<file path="src/rtl/oram_pkg.sv">
// Shared types and helpers for the ORAM Avalon-MM initiator.
package oram_pkg;

    typedef enum logic [1:0] {
        IDLE,
        ISSUE,
        WAIT,
        RESP
    } state_t;

    localparam int BYTE_WIDTH_DEFAULT     = 8;
    localparam int BYTES_PER_WORD_DEFAULT = 4;

    typedef logic [BYTES_PER_WORD_DEFAULT-1:0][BYTE_WIDTH_DEFAULT-1:0] word_t;

    // Number of low address bits that select a byte within a bus word.
    function automatic int align_bits(input int bytes_per_word);
        return (bytes_per_word > 1) ? $clog2(bytes_per_word) : 0;
    endfunction

    localparam int ADDR_ALIGN_BITS = align_bits(BYTES_PER_WORD_DEFAULT);

endpackage

</file>
<file path="src/rtl/oram_watchdog.sv">
// Cycle counter that flags when a transaction has waited too long.
module oram_watchdog
#(
    parameter int TIMEOUT_CYCLES = 1024,
    parameter int TIMER_WIDTH    = $clog2(TIMEOUT_CYCLES + 1)
)
(
    input  logic clock,
    input  logic reset,
    input  logic clear,
    input  logic enable,
    output logic expire
);

    logic [TIMER_WIDTH-1:0] count;

    // Count enabled cycles; clear takes priority so each transaction starts at zero.
    always_ff @(posedge clock) begin
        if (reset || clear) begin
            count <= '0;
        end else if (enable) begin
            count <= count + 1'b1;
        end
    end

    assign expire = (count == TIMER_WIDTH'(TIMEOUT_CYCLES - 1));

endmodule

</file>
<file path="src/rtl/oram_avm_master.sv">
// Avalon-MM initiator that serialises single ORAM accesses behind a
// valid/ready command and response interface.
module oram_avm_master
    import oram_pkg::*;
#(
    parameter int ADDRESS_WIDTH  = 4,
    parameter int BYTE_WIDTH     = 8,
    parameter int BYTES_PER_WORD = 4,
    parameter int TIMEOUT_CYCLES = 1024,
    parameter int TIMER_WIDTH    = $clog2(TIMEOUT_CYCLES + 1)
)
(
    input  logic                                 clock,
    input  logic                                 reset,
    input  logic                                 cmd_valid,
    output logic                                 cmd_ready,
    input  logic                                 cmd_write,
    input  logic [ADDRESS_WIDTH-1:0]             cmd_address,
    input  logic [BYTES_PER_WORD-1:0]            cmd_byteenable,
    input  logic [BYTES_PER_WORD*BYTE_WIDTH-1:0] cmd_writedata,
    output logic                                 rsp_valid,
    input  logic                                 rsp_ready,
    output logic                                 rsp_write,
    output logic                                 rsp_timeout,
    output logic [BYTES_PER_WORD*BYTE_WIDTH-1:0] rsp_readdata,
    output logic [ADDRESS_WIDTH-1:0]             avm_a_address,
    output logic [BYTES_PER_WORD-1:0]            avm_a_byteenable,
    output logic                                 avm_a_read,
    output logic                                 avm_a_write,
    output logic [BYTES_PER_WORD*BYTE_WIDTH-1:0] avm_a_writedata,
    input  logic [BYTES_PER_WORD*BYTE_WIDTH-1:0] avm_a_readdata,
    input  logic                                 avm_a_done,
    output logic                                 busy
);

    localparam int DATA_WIDTH = BYTES_PER_WORD * BYTE_WIDTH;
    localparam int ALIGN      = align_bits(BYTES_PER_WORD);
    localparam logic [ADDRESS_WIDTH-1:0] ALIGN_MASK = ~ADDRESS_WIDTH'((1 << ALIGN) - 1);

    state_t                    state;
    state_t                    state_next;
    logic                      lat_write;
    logic [ADDRESS_WIDTH-1:0]  lat_address;
    logic [BYTES_PER_WORD-1:0] lat_byteenable;
    logic [DATA_WIDTH-1:0]     lat_writedata;
    logic                      wd_expire;

    oram_watchdog #(
        .TIMEOUT_CYCLES (TIMEOUT_CYCLES),
        .TIMER_WIDTH    (TIMER_WIDTH)
    ) u_watchdog (
        .clock  (clock),
        .reset  (reset),
        .clear  (state == ISSUE),
        .enable (state == WAIT),
        .expire (wd_expire)
    );

    // State register plus command latch and response capture.
    always_ff @(posedge clock) begin
        if (reset) begin
            state          <= IDLE;
            lat_write      <= 1'b0;
            lat_address    <= '0;
            lat_byteenable <= '0;
            lat_writedata  <= '0;
            rsp_timeout    <= 1'b0;
            rsp_readdata   <= '0;
        end else begin
            state <= state_next;
            if (state == IDLE && cmd_valid) begin
                lat_write      <= cmd_write;
                lat_address    <= cmd_address & ALIGN_MASK;
                lat_byteenable <= cmd_byteenable;
                lat_writedata  <= cmd_writedata;
            end
            if (state == WAIT) begin
                if (avm_a_done) begin
                    rsp_timeout  <= 1'b0;
                    rsp_readdata <= lat_write ? '0 : avm_a_readdata;
                end else if (wd_expire) begin
                    rsp_timeout  <= 1'b1;
                    rsp_readdata <= '0;
                end
            end
        end
    end

    // Next-state logic; completion beats the watchdog when both occur together.
    always_comb begin
        state_next = state;
        case (state)
            IDLE:    if (cmd_valid)               state_next = ISSUE;
            ISSUE:                                state_next = WAIT;
            WAIT:    if (avm_a_done || wd_expire) state_next = RESP;
            RESP:    if (rsp_ready)               state_next = IDLE;
            default:                              state_next = IDLE;
        endcase
    end

    assign cmd_ready        = (state == IDLE) && !reset;
    assign rsp_valid        = (state == RESP);
    assign rsp_write        = lat_write;
    assign busy             = (state != IDLE);
    assign avm_a_read       = (state == ISSUE) && !lat_write;
    assign avm_a_write      = (state == ISSUE) && lat_write;
    assign avm_a_address    = lat_address;
    assign avm_a_byteenable = lat_byteenable;
    assign avm_a_writedata  = lat_writedata;

endmodule

</file>
<file path="config.mk">
export PLATFORM = sky130hd
export DESIGN_NAME = oram_avm_master
export DESIGN_NICKNAME = d
export VERILOG_FILES = /design/src/rtl/oram_pkg.sv /design/src/rtl/oram_watchdog.sv /design/src/rtl/oram_avm_master.sv
export SDC_FILE = /design/constraint.sdc
export NUM_CORES = 1
export LEC_CHECK = 0
export ABC_AREA = 1
export BUFFER_PORTS_ARGS = -buffer_cell sky130_fd_sc_hd__buf_2
export CORE_UTILIZATION = 44
export CTS_BUF_LIST = sky130_fd_sc_hd__clkbuf_2
export DETAILED_ROUTE_END_ITERATION = 8
export PLACE_DENSITY_LB_ADDON = 0.15
export SLEW_MARGIN = 30
export SYNTH_ARGS = -nofsm -noshare
export SYNTH_HDL_FRONTEND = slang
export SYNTH_SLANG_ARGS = --single-unit
</file>
<file path="constraint.sdc">
create_clock -name clock -period 1.3 [get_ports clock]
set_input_delay 0.13 -clock clock [delete_from_list [all_inputs] [get_ports clock]]
set_output_delay 0.13 -clock clock [all_outputs]
set_load 0.02 [all_outputs]
</file>
==> impl_metrics.yaml <==
yosys:
  synth.distinct_cells: 24
  synthMostInstantiatedCell: "nor2_1"
  synthXorXnorAreaFrac: 0.00241
  synth_enable_flop_cells: 0
  synth.area.top_cells: "dfxtp_1 47%, nor2_1 12%, nand2_1 8.8%"
  synth_mux_area_frac: 0
  synthAdderAreaFrac: 0.0172
  yosysTopAreaCell: "dfxtp_1"
  syn-instance-count: 496
  avgSynthCellArea_um2: 7.32
  synth_top_family_by_area: "simple AND/OR/NAND/NOR gates"
  synth_seq_area_share: 0.469
  synth_area_mm2: 0.00363
  synth_top_area_share: 0.469
  async_reset_ff_frac: 0
  ys_ff_latch: 85
  ys.flop_type: "dfxtp_1"
  synthSimpleGateAreaFrac: 0.298
  synth_compound_gate_area_share: 0.130
  yosys_warnings: 0
  synth_common_cells: "117 x nor2_1, 85 x dfxtp_1, 85 x nand2_1"
finish:
  final.fill_count: 445
  finalNetCount: 837
  seqCellArea_mm2: 0.00173
  drive_gt1_frac: 0.478
  areaGrowthSynthToFinish_pct: 79.2
  multi_input_area_mm2: 0.00209
  final-instance-count-excl-fill: 860
  antenna_cells: 0
  final_area_mm2: 0.00650
clock_tree:
  cts_buffer_depth: 2
  clk_pin_slew_ns: 0.27
  numCtsBuffers: 9
  cts.sinks: 85
  cts_tree: "built"
  cts_max_level: 3
  cts-root-buf: "clkbuf_2"
  clk_latency_ns: 0.54
setup_path:
  cp_max_fo: 3
  cp.required_ns: 1.17
  cp-start-kind: "flop"
  cp_slowest_cell: "dfxtp_2"
  critPathKind: "flop to output port"
  max_stage_delay_ns: 0.40
  crit_family: "flip-flops"
  cp_num_buf_inv: 3
  crit_arrival_ns: 1.42
  cp_common_cell: "buf_6"
  cp-end-kind: "output port"
  path_cells: "buf_6 -> ha_4 -> inv_2 -> nor2_2 -> buf_6"
power:
  ir_worst_vdd_mv: 1.03
  p_int_mw: 6.63
  p_seq_frac: 0.317
  swShare: 0.425
  power_mw: 11.5
  p_comb_frac: 0.544
  p_switching_mw: 4.91
  p_leak_nw: 2.97
  clockPowerShare: 0.138
  p_per_area_mw_per_mm2: 1780
timing:
  period_needed_ns: 1.55
  slew_viol_final: 0
  fmax_mhz: 647
  setup_ws_ns: -0.246
  finalHoldViolCount: 0
  fin_skew_ns: 0.0464
  rsz0062_at_grt: "yes"
  setup_violations: 61
  finalCritPeriodShare: 1.19
floorplan:
  start_util: 0.462
  die_w_um: 92.8
  die-area_mm2: 0.00861
  row_count: 32
  fp.dieH_um: 92.8
  coreArea_mm2: 0.00785
  pin_count: 157
status:
  status: "complete, but fails checks"
  failed_checks: "negative setup slack"
grt:
  grt_pass1_wl_mm: 19.7
  grt.overflow.total: 0
  antenna_found_initial: 0
  grt_usage: 0.288
  grt_max_degree: 35
  grt_pass1_vias: 4362
placed_design:
  place_inst: 746
  place_area_mm2: 0.00464
  gp_congestion: 0.813
  port_buffers: 152
  dp_hpwl_mm: 6.25
detailed_routing:
  routed.top_layer: "met4"
  dr_wl_met2_mm: 7.26
  drtIter0Drc: 237
  wire_per_inst_um: 16.1
  met3WireLength_um: 963
  via_per_inst: 5.23
  finalWirelength_mm: 13.9
  firstDrtPassIters: 6
  vias: 4497
  ant_nets: 0
  drc: 0
  met1Wirelength_mm: 5.12
min_path:
  hp-class: "primary input to flop"
flow_run:
  cap_violations: 0
==> through the flow <==
stage	TNS, ns	util	hold WS [ns]	setup WS [ns]
floorplan	0	-	0.278	0.00119
global placement	-0.269	0.592	0.364	-0.0553
detailed placement	-1.26	0.592	0.374	-0.100
CTS	-4.55	0.773	0.00384	-0.254
global route	-10.99	0.828	0.0460	-0.316
finish	-6.42	0.828	0.0580	-0.246
==> layout make-up <==
| type | instances | share of cell area |
|---|---|---|
| Clock inverter | 4 | 0.0114 |
| Timing Repair Buffer | 282 | 0.360 |
| Inverter | 20 | 0.0135 |
| Multi-Input combinational cell | 356 | 0.322 |
| Sequential cell | 85 | 0.266 |
| Clock buffer | 11 | 0.00847 |
| Tap cell | 102 | 0.0196 |
==> registers in the layout, indices dropped and copies added (netlist names) <==
name / cells
u_watchdog.count: 11
rsp_write: 1
rsp_timeout: 1
avm_a_address: 2
avm_a_writedata: 32
rsp_readdata: 32
avm_a_byteenable: 4
state: 2
==> worst paths after layout <==
kind                                          start  slack, ns                   to  depth (start not counted)
worst max-delay path                       state[0]      -0.25           avm_a_read                          5
worst min-delay path                          reset       0.06  avm_a_writedata[11]                          4
worst max register to register             state[1]      -0.22  u_watchdog.count[9]                          7
worst min register to register  u_watchdog.count[9]       0.48  u_watchdog.count[9]                          2
==> kinds of logic (layout without fill, tap and decap cells) <==
logic type                 Yosys count  count (layout)
AOI/OAI and AO/OA                   87              87
xor gates and xnor gates             1               1
adders and majority gates            5               5
buffers and inverters               56             317
DFF                                 85              85
other                                1               2
and+or+nand+nor                    261             261
==> worst register-to-register path, stage by stage (launching register included) <==
cell     delay (ns)
dfxtp_2        0.42
buf_6          0.11
ha_2           0.29
inv_1          0.14
nor2_2         0.16
nand3_1        0.12
o21ai_0        0.16
a21oi_1        0.05
==> power groups by stage <==
stage	clock network (mW)	registers [mW]	logic, mW
global route	1.72	3.72	6.67
floorplan	0	4.20	2.11
CTS	1.57	3.53	5.12
global placement	0	3.52	4.04
detailed placement	0	3.55	4.12
finish	1.60	3.66	6.28
==> repair_timing <==
item	4_1_cts	5_1_grt
gates resized for setup	75	121
endpoints found under the setup margin	60	88
gates cloned	7	7
setup buffers	13	2
hold buffers	73	0
pin swaps	10	18
endpoints found under the hold margin	73	0
==> placed cells by master (no fill, tap or decap), drive strengths merged, types with 2 or more instances in the layout <==
cell,netlist,layout
conb,1,2
a21oi,43,43
bufinv,0,2
o21ai,44,44
dlygate4sd3,0,73
clkbuf,11,16
clkinv,0,2
inv,20,20
nand3,41,41
buf,25,203
nor3,3,3
ha,5,5
nand2,88,88
dfxtp,85,85
nor2,129,129
==> metal layers <==
layer  global-route usage  vias up
met3               0.0583       61
met4                0.133        0
met1                0.309     2098
met2                0.535      231
met5                    0        -
li1                     -     2107
No activity file was read; power rests on OpenSTA's default activity.
